File: src/rtl/clksw_seq_pkg.sv
// Shared clock-control definitions: sequencer state encoding, default
// parameter values and the counter-width helper used by the clock-switch block.
package clksw_seq_pkg;

   typedef enum logic [1:0] {
      LS    = 2'd0,
      TO_HS = 2'd1,
      HS    = 2'd2,
      TO_LS = 2'd3
   } clk_state_e;

   localparam int unsigned DEF_SYNC_STAGES = 2;
   localparam int unsigned DEF_LS_HOLD     = 16;
   localparam int unsigned DEF_TIMEOUT     = 1023;

   // Bits needed to hold values 0..max_val, i.e. ceil(log2(max_val+1)), minimum 1.
   function automatic int unsigned cnt_width(input int unsigned max_val);
      int unsigned w;
      w = 1;
      while ((w < 32) && ((max_val >> w) != 0)) w++;
      return w;
   endfunction

endpackage

File: src/rtl/clksw_seq_sync_ff.sv
// N-stage synchroniser for an asynchronous level; reset value is a parameter so
// an acknowledge can come out of reset in its idle polarity.
module sync_ff #(
   parameter int unsigned STAGES  = 2,
   parameter logic        RST_VAL = 1'b0
) (
   input  logic clk_i,
   input  logic rst_ni,
   input  logic d_i,
   output logic q_o
);

   logic [STAGES-1:0] sync_q;

   // Shift the raw level through the flop chain; the last stage is the safe copy.
   always_ff @(posedge clk_i or negedge rst_ni) begin
      if (!rst_ni) sync_q <= {STAGES{RST_VAL}};
      else         sync_q <= {sync_q[STAGES-2:0], d_i};
   end

   assign q_o = sync_q[STAGES-1];

endmodule

File: src/rtl/clksw_seq.sv
// Clock-switch sequencer: requests the high-speed CPU clock when the host is idle,
// drops back to the host clock for host accesses, and stalls the CPU while the
// clock switch is mid-handshake. Stuck handshakes are abandoned after TIMEOUT.
module clksw_seq
   import clksw_seq_pkg::*;
#(
   parameter int unsigned SYNC_STAGES = DEF_SYNC_STAGES,
   parameter int unsigned LS_HOLD     = DEF_LS_HOLD,
   parameter int unsigned TIMEOUT     = DEF_TIMEOUT
) (
   input  logic hsclk_in,
   input  logic rst_b,
   input  logic req_valid,
   input  logic req_host,
   input  logic hs_allowed,
   input  logic hsclk_selected_in,
   input  logic lsclk_selected_in,
   input  logic err_clr,
   output logic hsclk_sel,
   output logic cpu_stall,
   output logic in_hs,
   output logic switch_err
);

   localparam int unsigned TMO_W  = cnt_width(TIMEOUT);
   localparam int unsigned HOLD_W = cnt_width(LS_HOLD);
   localparam logic [TMO_W-1:0]  TMO_MAX   = TMO_W'(TIMEOUT);
   localparam logic [HOLD_W-1:0] HOLD_INIT = HOLD_W'(LS_HOLD);

   clk_state_e        state_q, state_d;
   logic [HOLD_W-1:0] hold_q, hold_d;
   logic [TMO_W-1:0]  tmo_q, tmo_d;
   logic              err_q, err_d, err_set;
   logic              hsclk_sel_q, in_hs_q;
   logic              hs_ack, ls_ack;
   logic              host_req;

   assign host_req = req_valid & req_host;

   // The high-speed ack idles low and the host-clock ack idles high after reset.
   sync_ff #(.STAGES(SYNC_STAGES), .RST_VAL(1'b0)) u_hs_sync (
      .clk_i  (hsclk_in),
      .rst_ni (rst_b),
      .d_i    (hsclk_selected_in),
      .q_o    (hs_ack)
   );

   sync_ff #(.STAGES(SYNC_STAGES), .RST_VAL(1'b1)) u_ls_sync (
      .clk_i  (hsclk_in),
      .rst_ni (rst_b),
      .d_i    (lsclk_selected_in),
      .q_o    (ls_ack)
   );

   // Next-state, dwell counter, handshake timeout and error-flag decisions.
   always_comb begin
      state_d = state_q;
      hold_d  = hold_q;
      err_set = 1'b0;
      case (state_q)
         LS: begin
            if (host_req)            hold_d = HOLD_INIT;
            else if (hold_q != '0)   hold_d = hold_q - HOLD_W'(1);
            if ((hold_q == '0) && hs_allowed && !err_q && !host_req) state_d = TO_HS;
         end
         TO_HS: begin
            // A host request here is ignored: HS is entered first and left next cycle.
            if (hs_ack && !ls_ack) state_d = HS;
            else if (tmo_q == TMO_MAX) begin
               err_set = 1'b1;
               state_d = TO_LS;
            end
            else if (!hs_allowed) state_d = TO_LS;
         end
         HS: begin
            if (host_req || !hs_allowed) state_d = TO_LS;
         end
         TO_LS: begin
            if (ls_ack && !hs_ack) begin
               state_d = LS;
               hold_d  = HOLD_INIT;
            end
            else if (tmo_q == TMO_MAX) begin
               err_set = 1'b1;
               state_d = LS;
               hold_d  = HOLD_INIT;
            end
         end
         default: state_d = LS;
      endcase

      if (state_d != state_q)                          tmo_d = '0;
      else if ((state_q == TO_HS) || (state_q == TO_LS)) tmo_d = tmo_q + TMO_W'(1);
      else                                             tmo_d = '0;

      // A new timeout beats a simultaneous clear so the fault is never lost.
      if (err_set)      err_d = 1'b1;
      else if (err_clr) err_d = 1'b0;
      else              err_d = err_q;
   end

   // State register with outputs decoded from the next state on the same edge.
   always_ff @(posedge hsclk_in or negedge rst_b) begin
      if (!rst_b) begin
         state_q     <= LS;
         hold_q      <= HOLD_INIT;
         tmo_q       <= '0;
         err_q       <= 1'b0;
         hsclk_sel_q <= 1'b0;
         in_hs_q     <= 1'b0;
      end
      else begin
         state_q     <= state_d;
         hold_q      <= hold_d;
         tmo_q       <= tmo_d;
         err_q       <= err_d;
         hsclk_sel_q <= (state_d == TO_HS) || (state_d == HS);
         in_hs_q     <= (state_d == HS);
      end
   end

   assign hsclk_sel  = hsclk_sel_q;
   assign in_hs      = in_hs_q;
   assign switch_err = err_q;
   assign cpu_stall  = (state_q == TO_HS) || (state_q == TO_LS) ||
                       ((state_q == HS) && host_req);

endmodule

File: config.mk
export PLATFORM = sky130hd
export DESIGN_NAME = clksw_seq
export DESIGN_NICKNAME = d
export VERILOG_FILES = /design/src/rtl/clksw_seq_pkg.sv /design/src/rtl/clksw_seq_sync_ff.sv /design/src/rtl/clksw_seq.sv
export SDC_FILE = /design/constraint.sdc
export NUM_CORES = 1
export LEC_CHECK = 0
export BUFFER_PORTS_ARGS = -buffer_cell sky130_fd_sc_hd__buf_2
export CAP_MARGIN = 20
export CORE_ASPECT_RATIO = 0.9
export CORE_MARGIN = 10
export CORE_UTILIZATION = 56
export CTS_CLUSTER_DIAMETER = 120
export DETAILED_ROUTE_END_ITERATION = 10
export GPL_TIMING_DRIVEN = 0
export PLACE_DENSITY_LB_ADDON = 0.12
export SYNTH_ARGS = -nofsm -noshare
export SYNTH_HDL_FRONTEND = slang
export SYNTH_SLANG_ARGS = --single-unit
export TNS_END_PERCENT = 100
File: constraint.sdc
create_clock -name hsclk_in -period 2.7 [get_ports hsclk_in]
set_input_delay 0.135 -clock hsclk_in [delete_from_list [all_inputs] [get_ports hsclk_in]]
set_output_delay 0.135 -clock hsclk_in [all_outputs]
set_load 0.005 [all_outputs]
==> impl_metrics.yaml, run 1 <==
finish:
  final_common_cell: "dfrtp_1"
  drive_above_1_share_pct: 18.18
  antenna_cells: 0
  seq_area_sq_um: 604.3
  final_area_sq_mm: 0.001344
  finalNonFillerCells: 157
  fillers: 158
  fin_nets: 145
  multi_input_area_sq_um: 523.0
  final_cell_mix: "21 x dfrtp_1, 15 x nor2_1, 11 x buf_2"
  area_growth_pct: 15.36
detailed_routing:
  ant_nets: 0
  vias_per_cell: 5.573
  drt_iter0_markers: 43
  vias: 875
  wl_per_cell_um: 13.96
  wl_um: 2191
  first_pass_iters: 4
  post-route-drc-count: 0
worst_setup_path:
  worst_setup_path_end_kind: "flip-flop"
  cp.arrival_ps: 2760
  critPathMaxFanout: 4
  worstPathRequired_ps: 2970
  path_class: "flip-flop to flip-flop"
  startpoint_type: "flip-flop"
placement:
  portBuffers: 11
  dp_slack_ps: 293.3
  gp_congestion: 0.8065
  dp_cells: 149
  dpl_cell_area_sq_mm: 0.001251
  place_hpwl_um: 1598
yosys:
  syn_area_per_cell_sq_um: 10.31
  yosysSeqAreaShare_pct: 51.88
  synth-main-ff-cell: "dfrtp_1"
  synthArstFlopShare_pct: 100.0
  synth.ff_latch_count: 24
  synth.top_cell.area_share_pct: 45.11
  yosys_warnings: 0
  synth_area_leader_cell: "dfrtp_1"
  synth_edf_count: 0
  synth_cell_type_count: 36
  netlist_area_sq_mm: 0.001165
  yosys-top-cells-area: "dfrtp_1 45%, dfstp_2 6.8%, nor2_1 4.8%"
  syn_inst: 113
  syn_nets: 125
global_routing:
  met1_usage_pct: 13.75
  antenna_found_initial: 0
  grt_pass1_wl_um: 3877
  met2_usage_pct: 17.21
  grt_overflow: 0
  grt_max_degree: 25
  grtUsageMet3_pct: 5.300
  busiest_layer: "met2"
  grt_pass1_vias: 885
  grtUsageTotal_pct: 11.35
die:
  io_pins: 12
  die_area_sq_mm: 0.004307
  die-width_um: 68.08
  num_rows: 15
  core-area_sq_mm: 0.001952
  die_y_um: 63.27
  start_util_pct: 59.68
power:
  vdd_drop_max_mv: 0.5040
  p_leak_nw: 0.6167
  powerDensity_mw_per_mm2: 883.0
clock_tree:
  insertion_delay_ps: 320
  cts_setup_buffers: 0
  cts_max_level: 1
  clock_tree.buffer_depth: 2
  cts_tree: "done"
  path_clk_slew_ps: 130
  cts_buffers: 3
  cts_sinks: 24
  cts_root_buf: "clkbuf_4"
timing:
  hold-worst-slack_ps: 260.6
  fin_tns_setup_ps: 0
  fin_skew_ps: 8.924
  setup_viol: 0
  hold_viol: 0
  fin_crit_ps: 2497
  tightest_slew_ps: 720.2
  finalWorstSetupSlack_ps: 202.7
  max_freq_mhz: 400.4
  slew_viol_final: 0
  period_share_pct: 92.49
  relSlewSlack_pct: 50.74
  rsz0062_at_grt: "no"
run_status:
  outcome: "finished clean"
worst_hold_path:
  holdCritPathClass: "input port to flip-flop"
run:
  maxCapViolCount: 0
==> final timing paths <==
kind,to,slack [ps],cells after the start,startpoint
max,hsclk_sel$_DFF_PN0_,200,7,tmo_q[0]$_DFF_PN0_
min,tmo_q[8]$_DFF_PN0_,260,3,hs_allowed
min in group asynchronous,tmo_q[4]$_DFF_PN0_,300,2,rst_b
min reg2reg,u_hs_sync.sync_q[1]$_DFF_PN0_,360,0,u_hs_sync.sync_q[0]$_DFF_PN0_
max reg2reg,hsclk_sel$_DFF_PN0_,200,7,tmo_q[0]$_DFF_PN0_
max in group asynchronous,hold_q[4]$_DFFE_PN1P_,2030,2,rst_b
==> power breakdown <==
group	internal, mW	switching [mW]	leakage, nW	total (mW)
Sequential	0.448	0.0654	0.304	0.513
Clock	0.150	0.106	0.0279	0.257
Combinational	0.182	0.235	0.285	0.417
==> cell families after synthesis <==
logic type | after synthesis | share of synthesized area, %
adders and majority gates | 4 | 4.297
xor gates and xnor gates | 8 | 6.014
AOI/OAI and AO/OA | 23 | 13.32
and+or+nand+nor | 43 | 19.98
buffers and inverters | 10 | 3.223
muxes | 1 | 1.289
DFF | 24 | 51.88
==> flip-flops by register name, indices dropped and copies added (netlist names) <==
name / cells
hold_q: 5
hsclk_sel: 1
in_hs: 1
state_q: 2
switch_err: 1
tmo_q: 10
u_hs_sync.sync_q: 2
u_ls_sync.sync_q: 2
==> worst max-delay path, cell delays in order, from the launching register on <==
cell and delay, ps:
dfrtp_1 410, ha_1 220, nand4_1 160, or3_4 370, and3_1 190, a2111oi_0 680
ha_1 360, inv_1 50
==> repair_timing <==
| item | CTS | global route |
|---|---|---|
| hold buffers | 4 | 0 |
| resized for setup | 0 | 0 |
| endpoints found under the hold margin | 24 | 0 |
==> Yosys cell counts, drive strengths merged (2+ instances only) <==
cell type,count
a21oi,8
and3,2
clkbuf,2
dfrtp,21
dfstp,3
ha,4
inv,8
nand2,7
nand2b,3
nand3,2
nand4,4
nor2,15
nor3,3
nor4,2
o21a,2
o21ai,2
xnor2,4
xor2,4
==> stage by stage <==
| step | power, mW | utilization (%) |
|---|---|---|
| 3_5_place_dp | 0.9299 | 64.10 |
| 3_3_place_gp | 0.9087 | 64.10 |
| 5_1_grt | 1.292 | 68.85 |
| 4_1_cts | 1.196 | 68.85 |
| 2_1_floorplan | 0.8103 | - |
| 6_report | 1.187 | 68.85 |
==> per-layer routing <==
layer | vias to the layer above | part of all wire, %
met1 | 412 | 45
li1 | 438 | -
met5 | - | 0
met4 | 0 | 1.4
met2 | 19 | 46
met3 | 6 | 7.1
==> final cells by class <==
class	count	share of cell area, %
timing repair buffer	15	7.076
clock buffer	3	1.676
inverter	8	2.235
tap	25	2.328
buffer	2	0.5587
multi-input combinational	79	38.92
clock inverter	1	2.235
sequential	24	44.97
Power figures use the tool's default switching activity.
==> run 2, diff against run 1 <==
Settings changed: ABC_AREA set to 1, CORE_UTILIZATION 56 to 57, SETUP_SLACK_MARGIN set to 0.2.
==> run 2 against run 1 <==
Register-to-register slack improved by 790 ps. Critical path type unchanged. Final cell count increased by 22%. Core utilization increased by 2.3 points.
==> impl_metrics.yaml, run 2 <==
run_status:
  outcome: "finished clean"
detailed_routing:
  drt_iter0_markers: 31
  vias: 967
  first_pass_iters: 4
  wl_um: 2339
  vias_per_cell: 5.036
  post-route-drc-count: 0
  wl_per_cell_um: 12.18
  ant_nets: 0
finish:
  multi_input_area_sq_um: 533.0
  fin_util_pct: 71.17
  largest_reg_flops: 10
  final_common_cell: "nand2_1"
  area_growth_pct: 14.62
  fillers: 166
  drive_above_1_share_pct: 20.96
  top_register: "tmo_q"
  antenna_cells: 0
  top_regs: "tmo_q: 10 flops, hold_q: 5 flops"
  fin_nets: 180
  finalNonFillerCells: 192
  final_area_sq_mm: 0.001403
  final_cell_mix: "32 x nand2_1, 21 x inv_1, 21 x dfrtp_1"
  seq_area_sq_um: 604.3
die:
  die_y_um: 63.96
  io_pins: 12
  num_rows: 15
  core-area_sq_mm: 0.001971
  start_util_pct: 62.10
  die-width_um: 68.84
  die_area_sq_mm: 0.004403
global_routing:
  grt_overflow: 0
  grt_pass1_vias: 940
  grt_max_degree: 25
  grt_pass1_wl_um: 4015
  grtUsageTotal_pct: 11.47
  antenna_found_initial: 0
yosys:
  yosys-mux-area-fraction_pct: 0
  synthArstFlopShare_pct: 100.0
  synthAdderAreaFrac_pct: 4.090
  synthTopCellsByCount: "32 x nand2_1, 21 x dfrtp_1, 21 x inv_1"
  synth_most_common_cell: "nand2_1"
  synth_compound_area_share_pct: 7.157
  synth.ff_latch_count: 24
  syn_nets: 160
  synthXorXnorAreaFrac_pct: 2.863
  synth_edf_count: 0
  synth_top_family_by_area: "simple AND/OR/NAND/NOR gates"
  synth_area_leader_cell: "dfrtp_1"
  syn_area_per_cell_sq_um: 8.268
  syn_inst: 148
  yosysSeqAreaShare_pct: 49.39
  synth.top_cell.area_share_pct: 42.94
  yosys-top-cells-area: "dfrtp_1 43%, nand2_1 9.8%, dfstp_2 6.4%"
  synth-main-ff-cell: "dfrtp_1"
  synthSimpleGateAreaFrac_pct: 29.45
  netlist_area_sq_mm: 0.001224
  yosys_warnings: 0
  synth_cell_type_count: 22
timing:
  tightest_slew_ps: 517.1
  period_share_pct: 63.08
  fin_skew_ps: 3.012
  hold_viol: 0
  setup_viol: 0
  fin_crit_ps: 1703
  slew_viol_final: 0
  relSlewSlack_pct: 65.53
  max_freq_mhz: 587.2
  rsz0062_at_grt: "no"
  fin_tns_setup_ps: 0
  finalWorstSetupSlack_ps: 997.0
clock_tree:
  cts_buffers: 3
  cts_setup_buffers: 0
  cts_root_buf: "clkbuf_4"
  insertion_delay_ps: 310
  cts_tree: "done"
  cts_max_level: 1
  clock_tree.buffer_depth: 2
  cts_sinks: 24
  path_clk_slew_ps: 130
power:
  powerDensity_mw_per_mm2: 969.0
  p_int_uw: 803.6
  pwr-share-clk_pct: 18.7
  pwr-share-seq_pct: 37.8
  p_leak_nw: 0.7305
  switching_share_pct: 40.88
  comb_power_share_pct: 43.5
  switchingPower_uw: 555.6
  vdd_drop_max_mv: 0.7816
placement:
  portBuffers: 11
  dp_cells: 184
  place_hpwl_um: 1762
  dp_slack_ps: 1021
  gp_congestion: 0.7825
  dpl_cell_area_sq_mm: 0.001310
worst_setup_path:
  r2r_cells: 8
  r2r-end: "hsclk_sel$_DFF_PN0_"
  worst_setup_path_end_kind: "flip-flop"
  cp.arrival_ps: 1930
  worstReg2RegStart: "tmo_q[0]$_DFF_PN0_"
  reg2reg_slack_ps: 1000
  critPathMaxFanout: 5
  worstPathRequired_ps: 2920
  startpoint_type: "flip-flop"
  path_class: "flip-flop to flip-flop"
worst_hold_path:
  hold_path_end: "hold_q[4]$_DFFE_PN1P_"
  hp-start: "req_host"
  min_path_cells: 5
  holdCritPathClass: "input port to flip-flop"
run:
  maxCapViolCount: 0
[run 2: power by group through the flow]
stage	Sequential, mW	Clock [mW]	Combinational (mW)
global placement	0.516	0	0.558
global route	0.527	0.277	0.674
CTS	0.516	0.265	0.591
floorplan	0.509	0	0.444
detailed placement	0.523	0	0.580
finish	0.514	0.254	0.591
[run 2: metrics by stage]
stage               power (mW)  hold WS (ps)
CTS                      1.372         288.7
floorplan               0.9536        -160.6
finish                   1.359         298.7
detailed placement       1.104         140.9
global placement         1.075         135.4
global route             1.478         292.8
[run 2: logic make-up (layout without fill, tap and decap cells)]
kind of cell	count (synthesis)	after routing
and+or+nand+nor	76	76
buffers and inverters	23	42
xor gates and xnor gates	4	4
DFF	24	24
adders and majority gates	4	4
AOI/OAI and AO/OA	17	17
[run 2: worst max-delay path by stage]
stage	startpoint	to	slack [ps]
after global placement	tmo_q[0]$_DFF_PN0_	hsclk_sel$_DFF_PN0_	1070
after floorplan	tmo_q[0]$_DFF_PN0_	hsclk_sel$_DFF_PN0_	1240
final	tmo_q[0]$_DFF_PN0_	hsclk_sel$_DFF_PN0_	1000
after detailed placement	tmo_q[0]$_DFF_PN0_	hsclk_sel$_DFF_PN0_	1020
after CTS	tmo_q[0]$_DFF_PN0_	hsclk_sel$_DFF_PN0_	1010
after global routing	tmo_q[0]$_DFF_PN0_	hsclk_sel$_DFF_PN0_	900
[run 2: final cells by class]
class	instances	area share (%)
Tap cell	25	2.230
Multi-Input combinational cell	101	38.00
Clock buffer	3	1.606
Inverter	23	6.155
Timing Repair Buffer	15	6.780
Clock inverter	1	2.141
Sequential cell	24	43.09
[run 2: what timing repair did]
item / CTS / global route
hold buffers: 4 / 0
hold endpoints to repair: 24 / 0
gates resized for setup: 0 / 0
[run 2: routing by layer]
layer | GRT usage (%) | share of wire [%] | vias to the layer above
li1 | - | - | 502
met1 | 13.64 | 45 | 441
met2 | 18.84 | 49 | 19
met3 | 4.704 | 5.3 | 5
met4 | 2.217 | 0.60 | 0
met5 | 0 | 0 | -
[run 2: worst max-delay path, stage by stage (launching register included)]
cell and delay, ps:
dfrtp_1 410, ha_1 190, nand2_1 70, nor2_2 220
nand3_2 160, nand2_1 120, nand3_1 120, ha_1 290
inv_1 30
